==> config.mk <==
export PLATFORM = sky130hd
export DESIGN_NAME = load_store_unit
export DESIGN_NICKNAME = d
export VERILOG_FILES = /design/src/rtl/load_store_unit.sv
export SDC_FILE = /design/constraint.sdc
export NUM_CORES = 1
export LEC_CHECK = 0
export ABC_CLOCK_PERIOD_IN_PS = 3900
export BUFFER_PORTS_ARGS = -buffer_cell sky130_fd_sc_hd__buf_2
export CAP_MARGIN = 30
export CORE_MARGIN = 2
export CORE_UTILIZATION = 30
export DETAILED_ROUTE_END_ITERATION = 10
export MAX_ROUTING_LAYER = met4
export PLACE_DENSITY = 0.55
export RECOVER_POWER = 50
export SLEW_MARGIN = 20
export SYNTH_ARGS = -nofsm -noshare
export SYNTH_HDL_FRONTEND = slang
export SYNTH_SLANG_ARGS = --single-unit
==> constraint.sdc <==
create_clock -name clk -period 3.9 [get_ports clk]
set_clock_uncertainty 0.1 [all_clocks]
set_input_delay 0.78 -clock clk [delete_from_list [all_inputs] [get_ports clk]]
set_output_delay 0.78 -clock clk [all_outputs]
set_load 0.02 [all_outputs]
==> src/rtl/load_store_unit.sv <==
`timescale 1ns/1ps
`default_nettype none
// ============================================================================
//  Module      : load_store_unit
//  Description : MEM-stage load/store unit in front of a byte-addressed,
//                word-wide data memory. Loads extract a lane and extend it;
//                sub-word stores use read-modify-write. Misaligned accesses
//                and the reserved size are reported and never reach memory.
//  Revision    : 1.0 - initial release
// ============================================================================
module load_store_unit #(
    parameter int SIZE = 32
) (
    input  logic            clk,
    input  logic            rst,
    input  logic            req_valid,
    output logic            req_ready,
    input  logic            req_we,
    input  logic [1:0]      req_size,
    input  logic            req_unsigned,
    input  logic [SIZE-1:0] req_addr,
    input  logic [SIZE-1:0] req_wdata,
    output logic            resp_valid,
    output logic [SIZE-1:0] resp_rdata,
    output logic            resp_err,
    output logic [SIZE-1:0] mem_addr,
    output logic [SIZE-1:0] mem_wdata,
    input  logic [SIZE-1:0] mem_rdata,
    output logic            mem_read,
    output logic            mem_write
);

    localparam logic [1:0] c_SZ_BYTE = 2'b00;
    localparam logic [1:0] c_SZ_HALF = 2'b01;
    localparam logic [1:0] c_SZ_WORD = 2'b10;
    localparam logic [1:0] c_SZ_RSVD = 2'b11;

    typedef enum logic [2:0] {
        S_IDLE = 3'd0,
        S_RD   = 3'd1,
        S_CAP  = 3'd2,
        S_WR   = 3'd3,
        S_RESP = 3'd4
    } state_t;

    state_t          r_state;
    state_t          w_next_state;

    // Fields latched at acceptance
    logic            r_we;
    logic [1:0]      r_size;
    logic            r_uns;
    logic [1:0]      r_off;
    logic [SIZE-1:0] r_wdata;

    // Registered outputs
    logic [SIZE-1:0] r_mem_addr;
    logic [SIZE-1:0] r_wbuf;
    logic [SIZE-1:0] r_rdata;
    logic            r_err;

    logic            w_ready;
    logic            w_accept;
    logic            w_req_err;
    logic            w_req_sw;
    logic [4:0]      w_shamt;
    logic [SIZE-1:0] w_lane;
    logic [SIZE-1:0] w_load_data;
    logic [SIZE-1:0] w_lane_mask;
    logic [SIZE-1:0] w_mask;
    logic [SIZE-1:0] w_wdata_sh;
    logic [SIZE-1:0] w_merged;

    assign w_ready   = (r_state == S_IDLE) && !rst;
    assign w_accept  = req_valid && w_ready;
    assign w_req_err = (req_size == c_SZ_RSVD)
                     || ((req_size == c_SZ_HALF) && req_addr[0])
                     || ((req_size == c_SZ_WORD) && (req_addr[1:0] != 2'b00));
    assign w_req_sw  = req_we && (req_size == c_SZ_WORD);

    // Lane k lives at bits [8k+7:8k]; shift it down to bit 0 for loads and
    // shift store data up into it for merges.
    assign w_shamt     = {r_off, 3'b000};
    assign w_lane      = mem_rdata >> w_shamt;
    assign w_lane_mask = (r_size == c_SZ_BYTE) ? {{(SIZE-8){1'b0}}, 8'hFF}
                                               : {{(SIZE-16){1'b0}}, 16'hFFFF};
    assign w_mask      = w_lane_mask << w_shamt;
    assign w_wdata_sh  = r_wdata << w_shamt;
    assign w_merged    = (mem_rdata & ~w_mask) | (w_wdata_sh & w_mask);

    // Load result: pick the lane and sign- or zero-extend it
    always_comb begin
        w_load_data = w_lane;
        case (r_size)
            c_SZ_BYTE: w_load_data = r_uns ? {{(SIZE-8){1'b0}}, w_lane[7:0]}
                                           : {{(SIZE-8){w_lane[7]}}, w_lane[7:0]};
            c_SZ_HALF: w_load_data = r_uns ? {{(SIZE-16){1'b0}}, w_lane[15:0]}
                                           : {{(SIZE-16){w_lane[15]}}, w_lane[15:0]};
            default:   w_load_data = w_lane;
        endcase
    end

    // Next-state logic for the transaction sequencer
    always_comb begin
        w_next_state = r_state;
        case (r_state)
            S_IDLE: begin
                if (w_accept) begin
                    if (w_req_err)     w_next_state = S_RESP;
                    else if (w_req_sw) w_next_state = S_WR;
                    else               w_next_state = S_RD;
                end
            end
            S_RD:    w_next_state = S_CAP;
            S_CAP:   w_next_state = r_we ? S_WR : S_RESP;
            S_WR:    w_next_state = S_RESP;
            S_RESP:  w_next_state = S_IDLE;
            default: w_next_state = S_IDLE;
        endcase
    end

    // State register; reset drops any transaction in flight
    always_ff @(posedge clk) begin
        if (rst) r_state <= S_IDLE;
        else     r_state <= w_next_state;
    end

    // Request latching, memory address/data and response registers
    always_ff @(posedge clk) begin
        if (rst) begin
            r_we       <= 1'b0;
            r_size     <= 2'b00;
            r_uns      <= 1'b0;
            r_off      <= 2'b00;
            r_wdata    <= '0;
            r_mem_addr <= '0;
            r_wbuf     <= '0;
            r_rdata    <= '0;
            r_err      <= 1'b0;
        end else begin
            if (w_accept) begin
                r_we    <= req_we;
                r_size  <= req_size;
                r_uns   <= req_unsigned;
                r_off   <= req_addr[1:0];
                r_wdata <= req_wdata;
                r_rdata <= '0;
                r_err   <= w_req_err;
                // Erroring requests leave the memory address untouched
                if (!w_req_err)
                    r_mem_addr <= {req_addr[SIZE-1:2], 2'b00};
                if (w_req_sw)
                    r_wbuf <= req_wdata;
            end
            if (r_state == S_CAP) begin
                if (r_we) r_wbuf  <= w_merged;
                else      r_rdata <= w_load_data;
            end
            if (r_state == S_RESP) begin
                r_rdata <= '0;
                r_err   <= 1'b0;
            end
        end
    end

    assign req_ready  = w_ready;
    assign resp_valid = (r_state == S_RESP);
    assign resp_rdata = r_rdata;
    assign resp_err   = r_err;
    assign mem_addr   = r_mem_addr;
    assign mem_wdata  = r_wbuf;
    assign mem_read   = (r_state == S_RD);
    assign mem_write  = (r_state == S_WR);

endmodule
`default_nettype wire

==> flow_summary.rst <==
.. list-table::
   :header-rows: 1

   * - Metric
     - Value
   * - Status
     - complete, but fails checks
   * - Violated checks
     - capacitance limit, slew limit
   * - Hold Path End
     - resp_err
   * - Vias
     - 5438
   * - Area growth from synthesis to final layout
     - 28.50%
   * - Post-Synthesis Cell Area
     - 0.005804 mm²
   * - Unique masters post-synth
     - 50
   * - First-pass DRT Iterations
     - 4
   * - Data arrival time of the worst path
     - 3.10 ns
   * - CTS clock-pin slew for the worst setup and hold paths
     - 0.06 ns
   * - Number of gates resized after CTS
     - 0
   * - Post-synth top flop
     - sky130_fd_sc_hd__dfxtp_1
   * - Die Ht
     - 143.1 µm
   * - List of cells traversed by the critical path
     - clkbuf_1 > clkbuf_1 > buf_16 > a2111oi_4 > o31ai_2 > buf_4 > nand2_1
   * - Data required time at the worst endpoint
     - 4.11 ns
   * - DRC
     - 0
   * - Number of antenna violations at the first check in global routing
     - 6
   * - RSZ-0062 raised after global routing
     - no
   * - Seq/Total Area, Yosys
     - 41.39%
   * - Number of buffers created by CTS
     - 17
   * - Number of endpoints failing setup at the final stage
     - 0
   * - Category of the worst setup path capture point
     - register
   * - Relative slew slack
     - -3.773%
   * - Worst Reg-to-Reg Cells
     - 4
   * - Final core utilization
     - 39.61%
   * - Area leader, netlist
     - sky130_fd_sc_hd__dfxtp_1
   * - Maximum number of pins on one net before global-route repair
     - 62
   * - Number of nets with antenna violations after routing
     - 0
   * - Overall Global Routing Usage
     - 19.35%
   * - Width of the die
     - 143.1 µm
   * - Number of nets in the layout
     - 909
   * - Endpoint of the lowest-slack register-to-register path
     - mem_wdata[13]
   * - Worst Max-Slew Pin Slew
     - 1.557 ns
   * - Fraction of final layout cells sized beyond drive strength 1
     - 21.98%
   * - Type of the setup path with the least slack
     - input pin to register
   * - Source of the worst hold timing path
     - resp_err
   * - Startpoint type of the worst setup path
     - input pin
   * - Endpoints failing hold
     - 0
   * - Final Max Tran Viols
     - 32
   * - Final critical path time including I/O delays and setup
     - 2.888 ns
   * - Proportion of synthesized flip-flops having asynchronous set or reset
     - 0%
   * - Effective utilization at floorplan
     - 30.82%
   * - Placeable Area
     - 0.01883 mm²
   * - Floorplan row count
     - 50
   * - Hold Path Depth
     - 2
   * - Via density per instance
     - 5.007
   * - Critical path's slowest cell
     - sky130_fd_sc_hd__clkbuf_1
   * - Clock Path Buffers
     - 2
   * - Vias in the first global route
     - 5340
   * - Final sum of negative setup slack
     - 0 ns
   * - Number of flops mapped to enable cells by yosys
     - 0
   * - Path class of the lowest-slack min-delay path
     - register to register
   * - Fmax
     - 346.2 MHz
   * - Leakage
     - 2.867 nW
   * - Power per standard cell area
     - 437.1 mW/mm²
   * - Final HPWL from detailed placement
     - 14.31 mm
   * - Number of flip-flops and latches in the synthesized netlist
     - 120
   * - Area share of the leading cell type in the synthesized netlist
     - 41.39%
   * - Max-cap violations
     - 1
   * - Worst R2R Start
     - r_off[1]
   * - Worst path most repeated cell
     - sky130_fd_sc_hd__clkbuf_1
   * - Largest vdd supply drop
     - 0.0002993 V
   * - Period Utilization, post-route
     - 74.06%
   * - Post-CTS setup buffer count
     - 0
   * - Total of buffers placed on input and output ports
     - 201
   * - Global-route wire length before repair
     - 29.57 mm
   * - Ports placed on the boundary
     - 204
   * - Number of buffers added to fix hold violations after cts
     - 0
   * - FF-to-FF setup slack
     - 1.43 ns
   * - Layout Cells excl Fill
     - 1086
   * - Clock insertion delay at the later pin of the skew report
     - 0.42 ns
   * - Die outline area
     - 0.02048 mm²
   * - Drt initial violations
     - 355
   * - Maximum fanout along the worst path
     - 61
   * - DRT Wirelength
     - 19.31 mm
   * - Sink Count
     - 120
   * - TritonCTS clock tree
     - done
   * - Deepest level of the CTS H-tree
     - 4
   * - Grt ovf
     - 0
   * - Number of filler cells placed in the layout
     - 1982
   * - Mapped Avg Cell Area
     - 9.184 µm²
   * - GPL Wtd Cong
     - 0.8181
   * - Clock root buffer
     - sky130_fd_sc_hd__clkbuf_16
   * - Delay of the slowest cell on the worst path
     - 1.16 ns
   * - Area contributors post-synth
     - sky130_fd_sc_hd__dfxtp_1, sky130_fd_sc_hd__mux2i_1, sky130_fd_sc_hd__a211oi_1
   * - Number of instances in the placed design
     - 1044
   * - Yosys warns
     - 0
   * - Wirelength per Cell
     - 17.78 µm
   * - Synthesized instance count
     - 632
   * - Final Total Pwr
     - 0.003260 W
[cell usage after synthesis, types with 3 or more instances]
cell type                   count
sky130_fd_sc_hd__buf_2         20
sky130_fd_sc_hd__nand2_1       81
sky130_fd_sc_hd__or2_2          3
sky130_fd_sc_hd__a21oi_1       47
sky130_fd_sc_hd__a221oi_2       4
sky130_fd_sc_hd__nand3_1       24
sky130_fd_sc_hd__o21ai_0        6
sky130_fd_sc_hd__nand2b_1       7
sky130_fd_sc_hd__o211ai_1       8
sky130_fd_sc_hd__a221oi_1       8
sky130_fd_sc_hd__nor2b_1        9
sky130_fd_sc_hd__mux2i_1       88
sky130_fd_sc_hd__mux2_2         9
sky130_fd_sc_hd__buf_8          3
sky130_fd_sc_hd__dfxtp_1      120
sky130_fd_sc_hd__nor2_1        36
sky130_fd_sc_hd__nor3_1        11
sky130_fd_sc_hd__a211oi_1      47
sky130_fd_sc_hd__a22oi_1       15
sky130_fd_sc_hd__buf_4          3
sky130_fd_sc_hd__o31ai_1       10
sky130_fd_sc_hd__clkbuf_1      32
sky130_fd_sc_hd__o2bb2ai_1      7
[state kept, by name (all words and copies together) (netlist names)]
name / count
mem_addr: 30
r_uns: 1
mem_wdata: 32
resp_rdata: 32
resp_err: 1
r_we: 1
r_state: 3
r_wdata: 16
r_size: 2
r_off: 2
[area by class of cell]
type	count	area, µm²	area share [%]
multi-input combinational	450	3090	41.44
timing repair buffer	215	1020	13.67
clock buffer	17	425.4	5.704
tap	260	325.3	4.362
antenna	7	17.52	0.2349
clock inverter	15	168.9	2.265
inverter	2	7.507	0.1007
sequential	120	2404	32.23
[worst max-delay path: cells and delay by family]
family	cells	cell delay, ns
simple gates	1	0.06
buf+inv	4	2.01
compound gates	2	0.22
[per-layer routing]
layer | GRT usage, % | wire, µm | up-vias
met5 | - | 0 | -
met4 | 5.211 | 277 | 0
met3 | 7.814 | 1938 | 25
met2 | 28.36 | 8281 | 213
met1 | 24.67 | 8807 | 2529
li1 | - | - | 2671
[power by group]
part / switching [W] / internal, W
Combinational: 0.000228 / 0.000138
Sequential: 0.0000379 / 0.00126
Clock: 0.000640 / 0.000954
Total: 0.000906 / 0.00235
[through the flow]
stage          area [µm²]  hold slack (ns)  setup slack, ns
5_1_grt              7456           0.3863           0.7525
2_1_floorplan        5808           0.3450            1.644
3_3_place_gp         6915           0.3579            1.193
3_5_place_dp         6950           0.3617            1.160
4_1_cts              7545           0.3722            1.226
6_report             7458           0.3722            1.012
[kinds of logic (layout without fill, tap and decap cells)]
group | after synthesis | after routing | share of synthesized area, %
buf+inv | 63 | 249 | 5.540
compound gates | 163 | 163 | 20.46
mux | 97 | 97 | 16.92
flops | 120 | 120 | 41.39
other cells | 1 | 9 | 0.06461
simple gates | 188 | 188 | 15.63
[cells in the final DEF (no fill, tap or decap), types with 10 or more instances in the layout]
cell                        instances
sky130_fd_sc_hd__a211oi_1          47
sky130_fd_sc_hd__a21oi_1           47
sky130_fd_sc_hd__a22oi_1           15
sky130_fd_sc_hd__buf_2            105
sky130_fd_sc_hd__buf_4             11
sky130_fd_sc_hd__clkbuf_1          97
sky130_fd_sc_hd__clkbuf_16         17
sky130_fd_sc_hd__dfxtp_1          119
sky130_fd_sc_hd__mux2i_1           88
sky130_fd_sc_hd__nand2_1           81
sky130_fd_sc_hd__nand3_1           24
sky130_fd_sc_hd__nor2_1            36
sky130_fd_sc_hd__nor3_1            11
sky130_fd_sc_hd__o31ai_1           10
[worst max-delay path by stage]
stage               startpoint  slack, ns              to  cells after the start
floorplan                  rst       1.64   mem_wdata[18]                      6
global placement           rst       1.19   mem_wdata[31]                      6
detailed placement         rst       1.16   mem_wdata[13]                      6
CTS                 r_state[2]       1.23      resp_valid                      2
global route               rst       0.75  resp_rdata[19]                      7
finish                     rst       1.01  resp_rdata[17]                      7
Power figures use the tool's default switching activity.
